## src/rtl/mips_pkg.sv

```systemverilog
// Shared definitions for the 8-bit multicycle MIPS core and its boot loader.
package mips_pkg;

  // Memory geometry of the core: 8-bit address, 8-bit data.
  localparam int ADDR_W = 8;
  localparam int DATA_W = 8;

  // Boot loader states.
  typedef enum logic [2:0] {
    IDLE  = 3'd0,  // waiting for the length byte
    LOAD  = 3'd1,  // receiving payload bytes and writing them to memory
    CHECK = 3'd2,  // waiting for the checksum byte
    RUN   = 3'd3,  // CPU released and owns the memory port
    ERR   = 3'd4   // checksum mismatch, CPU held in reset
  } loader_state_e;

endpackage

```

## src/rtl/mem_port_mux.sv

```systemverilog
// Selects which agent drives the shared memory write/address port:
// the loader write register (sel=0) or the CPU (sel=1).
module mem_port_mux
  import mips_pkg::*;
(
  input  logic              sel,
  input  logic              ld_memwrite,
  input  logic [ADDR_W-1:0] ld_adr,
  input  logic [DATA_W-1:0] ld_writedata,
  input  logic              cpu_memwrite,
  input  logic [ADDR_W-1:0] cpu_adr,
  input  logic [DATA_W-1:0] cpu_writedata,
  output logic              mem_memwrite,
  output logic [ADDR_W-1:0] mem_adr,
  output logic [DATA_W-1:0] mem_writedata
);

  // Purely combinational select; CPU strobes are dropped while the loader owns the port.
  always_comb begin
    if (sel) begin
      mem_memwrite  = cpu_memwrite;
      mem_adr       = cpu_adr;
      mem_writedata = cpu_writedata;
    end else begin
      mem_memwrite  = ld_memwrite;
      mem_adr       = ld_adr;
      mem_writedata = ld_writedata;
    end
  end

endmodule

```

## src/rtl/mips_boot_loader.sv

```systemverilog
// Program loader for the 8-bit multicycle MIPS core. Receives a stream of
// <length> <payload...> <checksum> bytes, writes the payload into memory
// starting at LOAD_BASE, then releases the CPU on a good checksum.
// A length byte of 0 means 256 payload bytes.
module mips_boot_loader
  import mips_pkg::*;
#(
  parameter logic [ADDR_W-1:0] LOAD_BASE = 8'h00
) (
  input  logic              clk,
  input  logic              reset,
  // byte stream
  input  logic              in_valid,
  input  logic [DATA_W-1:0] in_data,
  output logic              in_ready,
  input  logic              reload,
  // CPU side
  output logic              cpu_reset,
  input  logic              cpu_memwrite,
  input  logic [ADDR_W-1:0] cpu_adr,
  input  logic [DATA_W-1:0] cpu_writedata,
  output logic [DATA_W-1:0] cpu_memdata,
  // memory side
  output logic              mem_memwrite,
  output logic [ADDR_W-1:0] mem_adr,
  output logic [DATA_W-1:0] mem_writedata,
  input  logic [DATA_W-1:0] mem_memdata,
  // status
  output logic              running,
  output logic              load_err
);

  loader_state_e     state_reg;
  logic [ADDR_W-1:0] len_m1_reg;   // payload length minus one (length 0 -> 255)
  logic [ADDR_W-1:0] idx_reg;      // index of the next payload byte
  logic [DATA_W-1:0] sum_reg;      // running checksum, mod 256
  logic              wr_en_reg;    // one-cycle loader write strobe
  logic [ADDR_W-1:0] wr_adr_reg;
  logic [DATA_W-1:0] wr_data_reg;
  logic              cpu_reset_reg;
  logic              xfer;

  // Input handshake: bytes are only taken while the stream is being parsed.
  always_comb begin
    in_ready = (state_reg == IDLE) || (state_reg == LOAD) || (state_reg == CHECK);
    xfer     = in_valid && in_ready;
  end

  // Sequencing of the load and ownership of CPU reset.
  always_ff @(posedge clk) begin
    if (reset) begin
      state_reg     <= IDLE;
      cpu_reset_reg <= 1'b1;
    end else begin
      case (state_reg)
        IDLE: begin
          if (xfer) state_reg <= LOAD;
        end
        LOAD: begin
          if (xfer && (idx_reg == len_m1_reg)) state_reg <= CHECK;
        end
        CHECK: begin
          if (xfer) begin
            if (in_data == sum_reg) begin
              state_reg     <= RUN;
              cpu_reset_reg <= 1'b0;
            end else begin
              state_reg     <= ERR;
            end
          end
        end
        RUN, ERR: begin
          if (reload) begin
            state_reg     <= IDLE;
            cpu_reset_reg <= 1'b1;
          end
        end
        default: begin
          state_reg     <= IDLE;
          cpu_reset_reg <= 1'b1;
        end
      endcase
    end
  end

  // Length/index/checksum bookkeeping and the registered loader write port.
  always_ff @(posedge clk) begin
    if (reset) begin
      len_m1_reg  <= '0;
      idx_reg     <= '0;
      sum_reg     <= '0;
      wr_en_reg   <= 1'b0;
      wr_adr_reg  <= LOAD_BASE;
      wr_data_reg <= '0;
    end else begin
      // The strobe is a single-cycle pulse per accepted payload byte.
      wr_en_reg <= 1'b0;
      if (xfer && (state_reg == IDLE)) begin
        len_m1_reg <= in_data - 8'd1;
        idx_reg    <= '0;
        sum_reg    <= '0;
      end
      if (xfer && (state_reg == LOAD)) begin
        wr_en_reg   <= 1'b1;
        wr_adr_reg  <= LOAD_BASE + idx_reg;  // 8-bit wrap is intended
        wr_data_reg <= in_data;
        sum_reg     <= sum_reg + in_data;
        idx_reg     <= idx_reg + 8'd1;
      end
    end
  end

  // Status outputs decode directly from the state register.
  always_comb begin
    running   = (state_reg == RUN);
    load_err  = (state_reg == ERR);
    cpu_reset = cpu_reset_reg;
  end

  assign cpu_memdata = mem_memdata;

  mem_port_mux u_mux (
    .sel           (running),
    .ld_memwrite   (wr_en_reg),
    .ld_adr        (wr_adr_reg),
    .ld_writedata  (wr_data_reg),
    .cpu_memwrite  (cpu_memwrite),
    .cpu_adr       (cpu_adr),
    .cpu_writedata (cpu_writedata),
    .mem_memwrite  (mem_memwrite),
    .mem_adr       (mem_adr),
    .mem_writedata (mem_writedata)
  );

endmodule

```

## config.mk

```make
export PLATFORM = sky130hd
export DESIGN_NAME = mips_boot_loader
export DESIGN_NICKNAME = d
export VERILOG_FILES = /design/src/rtl/mips_pkg.sv /design/src/rtl/mem_port_mux.sv /design/src/rtl/mips_boot_loader.sv
export SDC_FILE = /design/constraint.sdc
export NUM_CORES = 1
export LEC_CHECK = 0
export ABC_AREA = 1
export CORE_MARGIN = 10
export CORE_UTILIZATION = 45
export DETAILED_ROUTE_END_ITERATION = 8
export PLACE_DENSITY = 0.77
export SLEW_MARGIN = 5
export SYNTH_ARGS = -nofsm -noshare
export SYNTH_HDL_FRONTEND = slang
export SYNTH_HIERARCHICAL = 1
export SYNTH_SLANG_ARGS = --single-unit
```

## constraint.sdc

```tcl
create_clock -name clk -period 1.81 [get_ports clk]
set_input_delay 0.4525 -clock clk [delete_from_list [all_inputs] [get_ports clk]]
set_output_delay 0.4525 -clock clk [all_outputs]
set_load 0.02 [all_outputs]
```

==> key figures, run 1 <==
Setup path
  – Setup CP Type: reg2out
  – Levels on crit path: 7
  – Startpoint Class: flip-flop
  – Setup crit end kind: output pin
  – CP Cell Sequence: inv_2, nor3_4, buf_4, buf_16, nand2_1, nand2_1, buf_2
  – Slowest CP cell: dfxtp_2
  – Crit path max fanout: 9
  – Flop2flop setup slack: 190 ps
  – Worst EP required: 1360 ps
  – Worst path bufs/invs: 4
  – Critical Path AT: 1430 ps
  – R2r startpoint: sum_reg[0]
  – FF-to-FF path depth: 9
  – CP max stage delay: 340 ps
  – RR Endpoint: sum_reg[6]
  – Top delay family on crit path: buffers and inverters
  – Worst path most repeated cell: nand2_1

Run status
  – Violated checks: negative setup slack
  – Outcome: complete, but fails checks

Clocking
  – Clk Latency, worst-skew pair: 300 ps
  – CTS Sinks: 45
  – Root Buffer: clkbuf_8
  – # H-tree levels: 2
  – Clock Path Buffers: 2
  – TritonCTS clock tree: built
  – Hold_buf cts: 0
  – CTS Buf Count: 5
  – Worst-path clk slew: 80 ps

Synthesis
  – Post-synthesis sequential area ratio: 33.2%
  – Yosys reg bits: 45
  – Syn_area_per_cell: 6.91 um^2
  – Post-synthesis mux area share: 0%
  – Post-Syn Nets: 440
  – Largest family of logic cells by synthesized area: simple AND/OR/NAND/NOR gates
  – Synth Area in XOR/XNOR: 2.26%
  – Post-Synth Simple-Gate Area: 28.2%
  – Compound-Gate Fraction of Synth Area: 18.3%
  – Cells after synthesis: 393
  – Syn Std Cell Area: 2710 um^2
  – Post-synthesis cell type count: 40
  – Synth warn: 6
  – Post-Synth Adder-Cell Area: 4.89%

STA
  – Final Hold Viols: 0
  – Tcrit/Tclk final: 104%
  – Post-route clock skew: 6.52 ps
  – Slew Viols, Final: 0
  – Fmax: 531 MHz
  – Final Setup Violations: 17
  – Unrepaired setup endpoints after global routing: true
  – Slew @ Worst Pin: 359 ps
  – Final setup margin: -73.1 ps
  – Min cycle time layout: 1880 ps
  – Slew Limit Headroom: 76.0%

Layout
  – Layout Area Growth over Synthesis: 34.9%
  – Final nets: 524
  – Antenna Cells: 0
  – Fraction of layout cells with a size suffix above 1: 25.1%
  – Final core utilization: 62.2%

Detailed routing
  – Post-route DRC: 0
  – Routed vias/inst: 4.98
  – Via count: 2755
  – WL final: 7400 um
  – Drt initial violations: 116
  – DRT Pass-1 Iters: 4
  – Detail Route Antenna Nets: 0
  – Routed wire per std cell: 13.4 um

Global routing
  – Initial antenna violation count: 0
  – Number of global-route vias before repair: 2654
  – Pin count of the biggest net entering global routing: 23
  – GRT overflow: 0
  – Global-route wire length before repair: 12400 um
  – GR Util All Layers: 15.2%

Die
  – Die area: 9540 um^2
  – Die width: 97.7 um
  – IO Pins: 66
  – Die Ht: 97.7 um
  – Starting density of the core: 46.1%
  – Row count: 28
  – Core area: 5890 um^2

Min path
  – Hold path start: state_reg[1]
  – Hold EP: state_reg[1]
  – Hold Path Stages: 2
  – Worst Hold Class: reg2reg

Placed design
  – Post-DP HPWL: 5700 um
  – Number of port buffers: 49
  – Routability cong.: 0.883

Power
  – Pleak: 1.79 nW
  – Power per cell area: 1200 nW/um^2
  – Total power: 4.41 mW
  – VDD IR max: 0.557 mV

Flow run
  – Max-cap violation count: 0
==> cell usage after synthesis, drive strengths merged <==
cell | n | area share (%)
nor2 | 33 | 5.4
ha | 9 | 4.1
a32o | 3 | 1.1
o22ai | 1 | 0.23
nand4 | 4 | 0.92
a211oi | 2 | 0.55
fa | 1 | 0.74
xnor2 | 5 | 1.6
o21ai | 35 | 6.6
o21a | 1 | 0.28
a221oi | 1 | 0.32
clkbuf | 4 | 0.97
inv | 49 | 7.1
a21boi | 1 | 0.28
a31oi | 1 | 0.23
nor3 | 2 | 0.55
dfxtp | 45 | 33
xor2 | 2 | 0.65
nand2 | 115 | 17
buf | 18 | 5.2
a21oi | 41 | 8.4
nand3 | 19 | 4.1
o211ai | 1 | 0.28
==> cells by family (layout without fill, tap and decap cells) <==
kind of cell	count (synthesis)	after routing
flip-flops	45	45
XOR/XNOR	7	7
AO/OA/AOI/OAI	87	87
adder cells (fa/ha/maj)	10	10
AND/OR/NAND/NOR	173	173
buffers and inverters	71	156
==> worst register-to-register path: cells and delay by family (launching register included) <==
family / cells / cell delay, ps
adder cells (fa/ha/maj): 2 / 560
AND/OR/NAND/NOR: 4 / 360
flip-flops: 1 / 330
AO/OA/AOI/OAI: 3 / 310
==> layout make-up <==
type | instances | area [um^2]
Fill cell | 532 | 2220
Multi-Input combinational cell | 277 | 1550
Sequential cell | 45 | 903
Timing Repair Buffer | 99 | 811
Inverter | 49 | 191
Tap cell | 75 | 93.8
Clock buffer | 7 | 86.3
Clock inverter | 1 | 30.0
==> metal layers <==
metal | share of wire, % | track usage (%) | wire, um | vias to the layer above
met1 | 45 | 18.3 | 3300 | 1239
met2 | 48 | 26.0 | 3560 | 83
met5 | 0 | 0 | 0 | -
li1 | - | - | - | 1426
met4 | 1.1 | 4.03 | 78 | 0
met3 | 6.2 | 3.77 | 457 | 7
==> stage by stage <==
| step | cells | hold WS (ps) | setup TNS (ps) | setup slack, ps | instance area, um^2 |
|---|---|---|---|---|---|
| after global routing | 553 | 501 | -2530 | -163 | 3660 |
| after global placement | 541 | 451 | -7590 | -375 | 3510 |
| after floorplan | 393 | 447 | 0 | 23.6 | 2730 |
| after CTS | 553 | 473 | -1630 | -110 | 3630 |
| final | 553 | 485 | -930 | -73.1 | 3660 |
| after detailed placement | 541 | 460 | -8530 | -456 | 3510 |
==> timing repair <==
item                                    in CTS  in global routing
pin swaps                                    3                  2
cloned                                       1                  0
setup buffers                                3                  1
gates resized for setup                     88                 15
endpoints found under the setup margin      23                 29
==> worst max-delay path by stage <==
stage	end	start	slack [ps]
2_1_floorplan	mem_adr[0]	state_reg[0]	20
3_3_place_gp	sum_reg[6]	in_data[0]	-380
3_5_place_dp	sum_reg[6]	in_data[0]	-460
4_1_cts	mem_writedata[7]	state_reg[1]	-110
5_1_grt	mem_writedata[6]	state_reg[0]	-160
6_report	mem_adr[1]	state_reg[0]	-70
==> report_power, final <==
part,internal (mW),switching [mW],leakage (nW)
clock network,0.450,0.342,0.0585
logic,0.959,1.29,1.36
registers,1.22,0.146,0.368
total,2.63,1.78,1.79
==> cells in the final DEF (no fill, tap or decap), drive strengths merged, types with 3 or more instances in the layout <==
cell             n
o21ai           35
nand4            4
dlymetal6s2s     4
nand3           19
dlygate4sd2      3
dfxtp           45
ha               9
nor2            33
a21oi           41
clkdlybuf4s50   22
a32o             3
xnor2            5
buf             69
inv             49
clkbuf           8
nand2          115
Power figures use the tool's default switching activity.
==> run 2: changes to the inputs <==
CTS_CLUSTER_DIAMETER = 120   (was not set)
==> results of run 2 <==
Final layout, timing and power as in run 1 (identical DEF).
